===== config.mk =====
export PLATFORM = sky130hd
export DESIGN_NAME = userio_joy_serial
export DESIGN_NICKNAME = d
export VERILOG_FILES = /design/src/rtl/userio_joy_serial.sv
export SDC_FILE = /design/constraint.sdc
export NUM_CORES = 1
export LEC_CHECK = 0
export ABC_AREA = 1
export BUFFER_PORTS_ARGS = -buffer_cell sky130_fd_sc_hd__buf_2
export CAP_MARGIN = 20
export CORE_UTILIZATION = 60
export CTS_CLUSTER_DIAMETER = 40
export DETAILED_ROUTE_END_ITERATION = 6
export GPL_TIMING_DRIVEN = 0
export PLACE_DENSITY_LB_ADDON = 0.25
export SETUP_SLACK_MARGIN = 0.2
export SLEW_MARGIN = 5
export SYNTH_ARGS = -nofsm -noshare
export SYNTH_HDL_FRONTEND = slang
export SYNTH_SLANG_ARGS = --single-unit

===== constraint.sdc =====
create_clock -name clk -period 2.25 [get_ports clk]
set_input_delay 0.45 -clock clk [delete_from_list [all_inputs] [get_ports clk]]
set_output_delay 0.45 -clock clk [all_outputs]
set_load 0.02 [all_outputs]

===== src/rtl/userio_joy_serial.sv =====
// Serial joystick scanner: loads an external 32-bit shift-register chain, clocks it out
// and publishes two 16-bit button words once per complete frame.
module userio_joy_serial #(
  parameter int CLK_DIV   = 16,
  parameter int GAP_TICKS = 64
) (
  input  logic        clk,
  input  logic        reset_n,
  input  logic        enable,
  input  logic        JOY_DATA,
  output logic        JOY_CLK,
  output logic        JOY_LOAD,
  output logic [15:0] joystick1,
  output logic [15:0] joystick2,
  output logic        frame_done
);

  typedef enum logic [1:0] {ST_IDLE, ST_LOAD, ST_SHIFT, ST_DONE} state_t;

  state_t      state_reg, state_next;
  logic [7:0]  div_reg, div_next;
  logic [9:0]  gap_reg, gap_next;
  logic [4:0]  bit_reg, bit_next;
  logic        phase_reg, phase_next;
  logic [1:0]  sync_reg;
  logic [31:0] shreg_reg, shreg_next;
  logic        joy_clk_reg, joy_clk_next;
  logic        joy_load_reg, joy_load_next;
  logic [15:0] joy1_reg, joy1_next;
  logic [15:0] joy2_reg, joy2_next;
  logic        done_reg, done_next;
  logic        tick;
  logic        sample;

  assign tick = (div_reg == 8'(CLK_DIV - 1));

  // Each bit is captured at the end of its low phase, stored inverted (chain is active low).
  for (genvar gi = 0; gi < 32; gi++) begin : g_capture
    assign shreg_next[gi] = (sample && (bit_reg == 5'(gi))) ? ~sync_reg[1] : shreg_reg[gi];
  end

  always_comb begin
    state_next    = state_reg;
    div_next      = tick ? 8'd0 : div_reg + 8'd1;
    gap_next      = gap_reg;
    bit_next      = bit_reg;
    phase_next    = phase_reg;
    joy_clk_next  = joy_clk_reg;
    joy_load_next = joy_load_reg;
    joy1_next     = joy1_reg;
    joy2_next     = joy2_reg;
    done_next     = 1'b0;
    sample        = 1'b0;

    if (!enable) begin
      // Divider is held so a re-enable always sees a full GAP_TICKS gap of whole ticks.
      state_next    = ST_IDLE;
      div_next      = 8'd0;
      gap_next      = 10'd0;
      bit_next      = 5'd0;
      phase_next    = 1'b0;
      joy_clk_next  = 1'b1;
      joy_load_next = 1'b1;
      joy1_next     = 16'h0000;
      joy2_next     = 16'h0000;
    end else begin
      case (state_reg)
        ST_IDLE: begin
          joy_clk_next  = 1'b1;
          joy_load_next = 1'b1;
          if (tick) begin
            if (gap_reg == 10'(GAP_TICKS - 1)) begin
              state_next    = ST_LOAD;
              gap_next      = 10'd0;
              phase_next    = 1'b0;
              joy_load_next = 1'b0;
            end else begin
              gap_next = gap_reg + 10'd1;
            end
          end
        end
        ST_LOAD: begin
          if (tick) begin
            if (!phase_reg) begin
              phase_next = 1'b1;
            end else begin
              state_next    = ST_SHIFT;
              phase_next    = 1'b0;
              bit_next      = 5'd0;
              joy_clk_next  = 1'b0;
              joy_load_next = 1'b1;
            end
          end
        end
        ST_SHIFT: begin
          if (tick) begin
            if (!phase_reg) begin
              sample       = 1'b1;
              phase_next   = 1'b1;
              joy_clk_next = 1'b1;
            end else if (bit_reg == 5'd31) begin
              state_next = ST_DONE;
              phase_next = 1'b0;
            end else begin
              bit_next     = bit_reg + 5'd1;
              phase_next   = 1'b0;
              joy_clk_next = 1'b0;
            end
          end
        end
        ST_DONE: begin
          joy1_next  = shreg_reg[15:0];
          joy2_next  = shreg_reg[31:16];
          done_next  = 1'b1;
          bit_next   = 5'd0;
          state_next = ST_IDLE;
        end
        default: state_next = ST_IDLE;
      endcase
    end
  end

  always_ff @(posedge clk or negedge reset_n) begin
    if (!reset_n) begin
      state_reg    <= ST_IDLE;
      div_reg      <= 8'd0;
      gap_reg      <= 10'd0;
      bit_reg      <= 5'd0;
      phase_reg    <= 1'b0;
      sync_reg     <= 2'b11;
      shreg_reg    <= 32'd0;
      joy_clk_reg  <= 1'b1;
      joy_load_reg <= 1'b1;
      joy1_reg     <= 16'h0000;
      joy2_reg     <= 16'h0000;
      done_reg     <= 1'b0;
    end else begin
      state_reg    <= state_next;
      div_reg      <= div_next;
      gap_reg      <= gap_next;
      bit_reg      <= bit_next;
      phase_reg    <= phase_next;
      sync_reg     <= {sync_reg[0], JOY_DATA};
      shreg_reg    <= shreg_next;
      joy_clk_reg  <= joy_clk_next;
      joy_load_reg <= joy_load_next;
      joy1_reg     <= joy1_next;
      joy2_reg     <= joy2_next;
      done_reg     <= done_next;
    end
  end

  assign JOY_CLK    = joy_clk_reg;
  assign JOY_LOAD   = joy_load_reg;
  assign joystick1  = joy1_reg;
  assign joystick2  = joy2_reg;
  assign frame_done = done_reg;

endmodule

==> Word level (Yosys, flattened, before mapping) <==
Cells that the tools add are included.
{ "totals": {"out_inout_bits": 35, "reg_bits": 95, "inputBits": 4, "wordCells": 191} }
{ "classes": {"muxes": 50, "reduce_logical": 41, "eq_ne": 53, "bitwise": 1, "addsub": 3} }
{ "ops": {"columns": ["operator", "count"], "rows": [
  ["$eq A5 B5 Y1 const B", 16],
  ["$mux W16", 4],
  ["$eq A5 B4 Y1 const B", 8],
  ["$mux W10", 4],
  ["$logic_and A1 B1 Y1", 32],
  ["$mux W5", 6],
  ["$ne A3 B3 Y1 const B", 8],
  ["$mux W1", 21],
  ["$eq A5 B3 Y1 const B", 4],
  ["$mux W2", 8],
  ["$mux W8", 2],
  ["$pmux W5 S3", 1],
  ["$add A10 B1 Y10 const B", 1],
  ["$eq A10 B6 Y1 const B", 1],
  ["$eq A5 B2 Y1 const B", 2],
  ["$add A8 B1 Y8 const B", 1],
  ["$eq A8 B4 Y1 const B", 1],
  ["$ne A4 B1 Y1 const B", 2],
  ["$pmux W2 S4", 1],
  ["$reduce_and A7 Y1", 1],
  ["$ne A2 B1 Y1 const B", 3],
  ["$ne A3 B2 Y1 const B", 2],
  ["$reduce_and A6 Y1", 1],
  ["$add A5 B1 Y5 const B", 1],
  ["other kinds (15)", 17]
]} }

==> Depth between registers and ports, before layout <==
{ "logic_depth": {"word_depth": 6, "mapped_depth": 11} }

==> Least setup slack after synthesis <==
No wires, ideal clock.
{ "synth_timing": {"path_kind": "reg-to-reg", "startpoint": "register state_reg[0]", "endpoint": "register shreg_reg[5]", "stages_incl_launch_ff": 11, "setup_ns": 0.117, "arrival_time_ns": 1.541, "path_buffers": 1, "setup_slack_ns": 0.592, "cell_sequence": "dfrtp_1 > inv_1 > ha_1 > nand2_1 > nor2_2 > nand2_4 > nor2_8 > buf_12 > nand2_2 > nor2_1 > nor2_1"} }
{ "synth_via": {"elab_chain_len": 4} }
{ "synth_rtl": {"columns": ["item", "line", "rtl"], "rows": [
  ["start, declared", "20", "state_t state_reg, state_next;"],
  ["start signal, assigned", "138", "state_reg <= state_next;"],
  ["$eq A2 B2 Y1", "67", "case (state_reg)"],
  ["$mux W1", "67", null],
  ["$mux W1", "55", "if (!enable) begin"],
  ["$logic_and A1 B1 Y1", "39", "assign shreg_next[gi] = (sample && (bit_reg == 5'(gi))) ? ~sync_reg[1] : shreg_reg[gi];"],
  ["end signal, assigned", "144", "shreg_reg <= shreg_next;"],
  ["end, declared", "26", "logic [31:0] shreg_reg, shreg_next;"]
]} }
No other way between the ends.
A chain may end at the register's enable or synchronous reset.

==> Final worst setup path <==
{ "layout_timing": {"startpoint": "register bit_reg[1]", "endpoint": "register state_reg[1]"} }
{ "layout_via": {"elab_chain_len": 3} }
{ "layout_rtl": {"columns": ["item", "line", "rtl"], "rows": [
  ["start, declared", "23", "logic [4:0] bit_reg, bit_next;"],
  ["start signal, assigned", "141", "bit_reg <= bit_next;"],
  ["$eq A5 B5 Y1", "101", "end else if (bit_reg == 5'd31) begin"],
  ["$ne A3 B3 Y1 (no source line)", null, null],
  ["$reduce_and A7 Y1 (no source line)", null, null]
]} }
No other way between the ends.

==> impl_metrics.env <==
export IMPL_synth_seq_cells=95
export IMPL_core_sq_mm=0.007687
export IMPL_yosysTopAreaCellShare=0.4798
export IMPL_dr_pass1_iters=7
export IMPL_synthToLayoutAreaGrowth_pct=11.94
export IMPL_synth_distinct_cells=27
export IMPL_hpwl_microns=6996
export IMPL_yosysWarnings=0
export IMPL_hold_viol=1
export IMPL_wire_per_inst_microns=12.55
export IMPL_maxCapViolCount=0
export IMPL_leakagePower_nw=2.959
export IMPL_worstPathRequired_ps=2500
export IMPL_cts_buffers=9
export IMPL_clkTransAtPathRegs_ps=90
export IMPL_nets=675
export IMPL_crit_fanout=5
export IMPL_multi_input_area_sq_mm=0.001891
export IMPL_diodes=0
export IMPL_fin_crit_ps=1880
export IMPL_hold_class="in2async"
export IMPL_setup_viol=0
export IMPL_grt_start_max_net_pins=68
export IMPL_fillers=627
export IMPL_worstSetupStartpointType="flop"
export IMPL_netlist_instances=609
export IMPL_fin_crit_sh=0.8355
export IMPL_synth_area_leaders="dfrtp_1 (48%), nand2_1 (11%), nor2_1 (8.2%), inv_1 (7.8%), o21ai_0 (4.7%)"
export IMPL_grt_pass1_vias=3802
export IMPL_synth_main_ff_cell="dfrtp_1"
export IMPL_finalHoldWorstSlack_ps=-1.178
export IMPL_rows=32
export IMPL_stdcell_area_sq_mm=0.005313
export IMPL_antenna_found_initial=0
export IMPL_pin_count=39
export IMPL_clock_skew_final_ps=11.56
export IMPL_syn_nets=625
export IMPL_synth_async_sr_flop_share=1.000
export IMPL_finalWirelength_microns=9613
export IMPL_ant_nets=0
export IMPL_slew_viol_final=0
export IMPL_cp_slowest_cell="dfrtp_1"
export IMPL_path_cells="ha_1 -> inv_1 -> nor2_1 -> ha_1 -> o21ai_0 -> nor2_1 -> nand3_1 -> nand2_1 -> nand2_1"
export IMPL_cts_hold_buffers=0
export IMPL_avgSynthCellArea_sq_um=7.793
export IMPL_vdd_drop_max_v=0.0004224
export IMPL_cts_tree="done"
export IMPL_io_buffers=37
export IMPL_synth_area_sq_mm=0.004746
export IMPL_cp_arrival_ps=2130
export IMPL_grt_pass1_wl_microns=17070
export IMPL_die_w_microns=90.94
export IMPL_dieHeight_microns=90.94
export IMPL_ff_latch_area_sq_mm=0.002382
export IMPL_synth_most_common_cell="nand2_1"
export IMPL_postPlaceCellArea_sq_mm=0.005089
export IMPL_failed_checks="DRC, hold timing"
export IMPL_clockBufferDepth=2
export IMPL_cts_htree_levels=3
export IMPL_grt_overflow_total=0
export IMPL_cts_root_buf="clkbuf_8"
export IMPL_initial_core_util=0.6174
export IMPL_worst_pin_slew_ps=479.8
export IMPL_drive_gt1_frac=0.1491
export IMPL_grt_use_total=0.2597
export IMPL_vias=3908
export IMPL_gp_congestion=0.8742
export IMPL_largest_register_ffs=32
export IMPL_rsz0062_at_grt="true"
export IMPL_drc=1
export IMPL_die_area_sq_mm=0.008269
export IMPL_critPathMaxStageDelay_ps=430
export IMPL_synthTopCellsByCount="nand2_1 (145), nor2_1 (104), inv_1 (99), dfrtp_1 (91), o21ai_0 (45)"
export IMPL_avgViaCountPerCell=5.102
export IMPL_insertion_delay_ps=370
export IMPL_post_route_util=0.6911
export IMPL_status="finished with violations"
export IMPL_cts_sinks=95
export IMPL_end_kind="flop"
export IMPL_relSlewSlack=0.6801
export IMPL_fmax_mhz=532.0
export IMPL_path_class="reg2reg"
export IMPL_synth_edff_count=0
export IMPL_synth_seq_area_share=0.5020
export IMPL_drtIter0Drc=293
export IMPL_powerDensity_mw_per_mm2=778.5
export IMPL_yosys_area_top_type="dfrtp_1"
## cell families after synthesis
group	Yosys count	synth area share
and+or+nand+nor	320	0.2950
buffers and inverters	117	0.1007
DFF	95	0.5020
AOI/OAI and AO/OA	63	0.06697
adders and majority gates	12	0.03164
xor gates and xnor gates	2	0.003692
## layout make-up
class	count	share of cell area
repair buffers	39	0.04192
clock buffers	10	0.02591
well taps	102	0.02402
plain buffers	17	0.01955
multi-input cells	397	0.3559
flip-flops and latches	95	0.4484
clock inverters	6	0.01366
inverters	100	0.07065
## what timing repair did
| action | CTS | global route |
|---|---|---|
| setup buffers | 0 | 1 |
| gates resized for setup | 0 | 4 |
| setup endpoints to repair | 0 | 21 |
## worst paths after layout
check,startpoint,endpoint,slack [ps],depth (start not counted)
setup reg to reg,bit_reg[1],state_reg[1],370,9
hold reg to reg,sync_reg[0],sync_reg[1],360,0
min in group clk,JOY_DATA,sync_reg[0],180,1
setup / recovery,bit_reg[1],state_reg[1],370,9
hold / removal,reset_n,gap_reg[7],-1,1
max in group asynchronous,reset_n,bit_reg[0],1620,2
## cell usage in the layout (no fill, tap or decap), drive strengths merged
cell type    n
ha          12
nand4       10
buf         47
dfstp        4
o21ai       53
o21a         1
clkinv       1
nand3       29
nand2      167
dfrtp       91
or2          3
nor2       109
and3         1
xor2         2
clkinvlp     1
bufinv       1
clkbuf      19
a21oi        9
nor3         1
inv        103
## critical path, delay by kind of cell (launching register included)
family / cells / cell delay (ps)
buf+inv: 1 / 100
fa+ha+maj: 2 / 460
simple gates: 5 / 660
flops: 1 / 430
compound gates: 1 / 120
## report_power, final
part	leakage [nW]	total, W	switching, W	internal [W]
sequential	1.14	0.00196	0.0000932	0.00186
combinational	1.72	0.000998	0.000692	0.000305
clock	0.104	0.00118	0.000623	0.000558
total	2.96	0.00414	0.00141	0.00273
## through the flow
| step | setup TNS (ps) | hold slack [ps] | total power, W | setup slack (ps) | cells |
|---|---|---|---|---|---|
| 2_1_floorplan | 0 | 154.4 | 0.002642 | 592.0 | 609 |
| 3_3_place_gp | -14070 | 346.1 | 0.002903 | -159.9 | 748 |
| 3_5_place_dp | 0 | 347.8 | 0.002952 | 325.2 | 749 |
| 4_1_cts | 0 | 5.626 | 0.004138 | 276.9 | 765 |
| 5_1_grt | 0 | 32.12 | 0.004363 | 194.3 | 766 |
| 6_report | 0 | -1.178 | 0.004136 | 370.2 | 766 |
## metal layers
metal / wire length [microns] / track usage / part of all wire
met1: 4211 / 0.3540 / 0.44
met2: 4584 / 0.4148 / 0.48
met3: 603 / 0.03685 / 0.063
met4: 214 / 0.1190 / 0.022
met5: 0 / 0 / 0
Note: power is estimated with default switching activity, not from simulation.
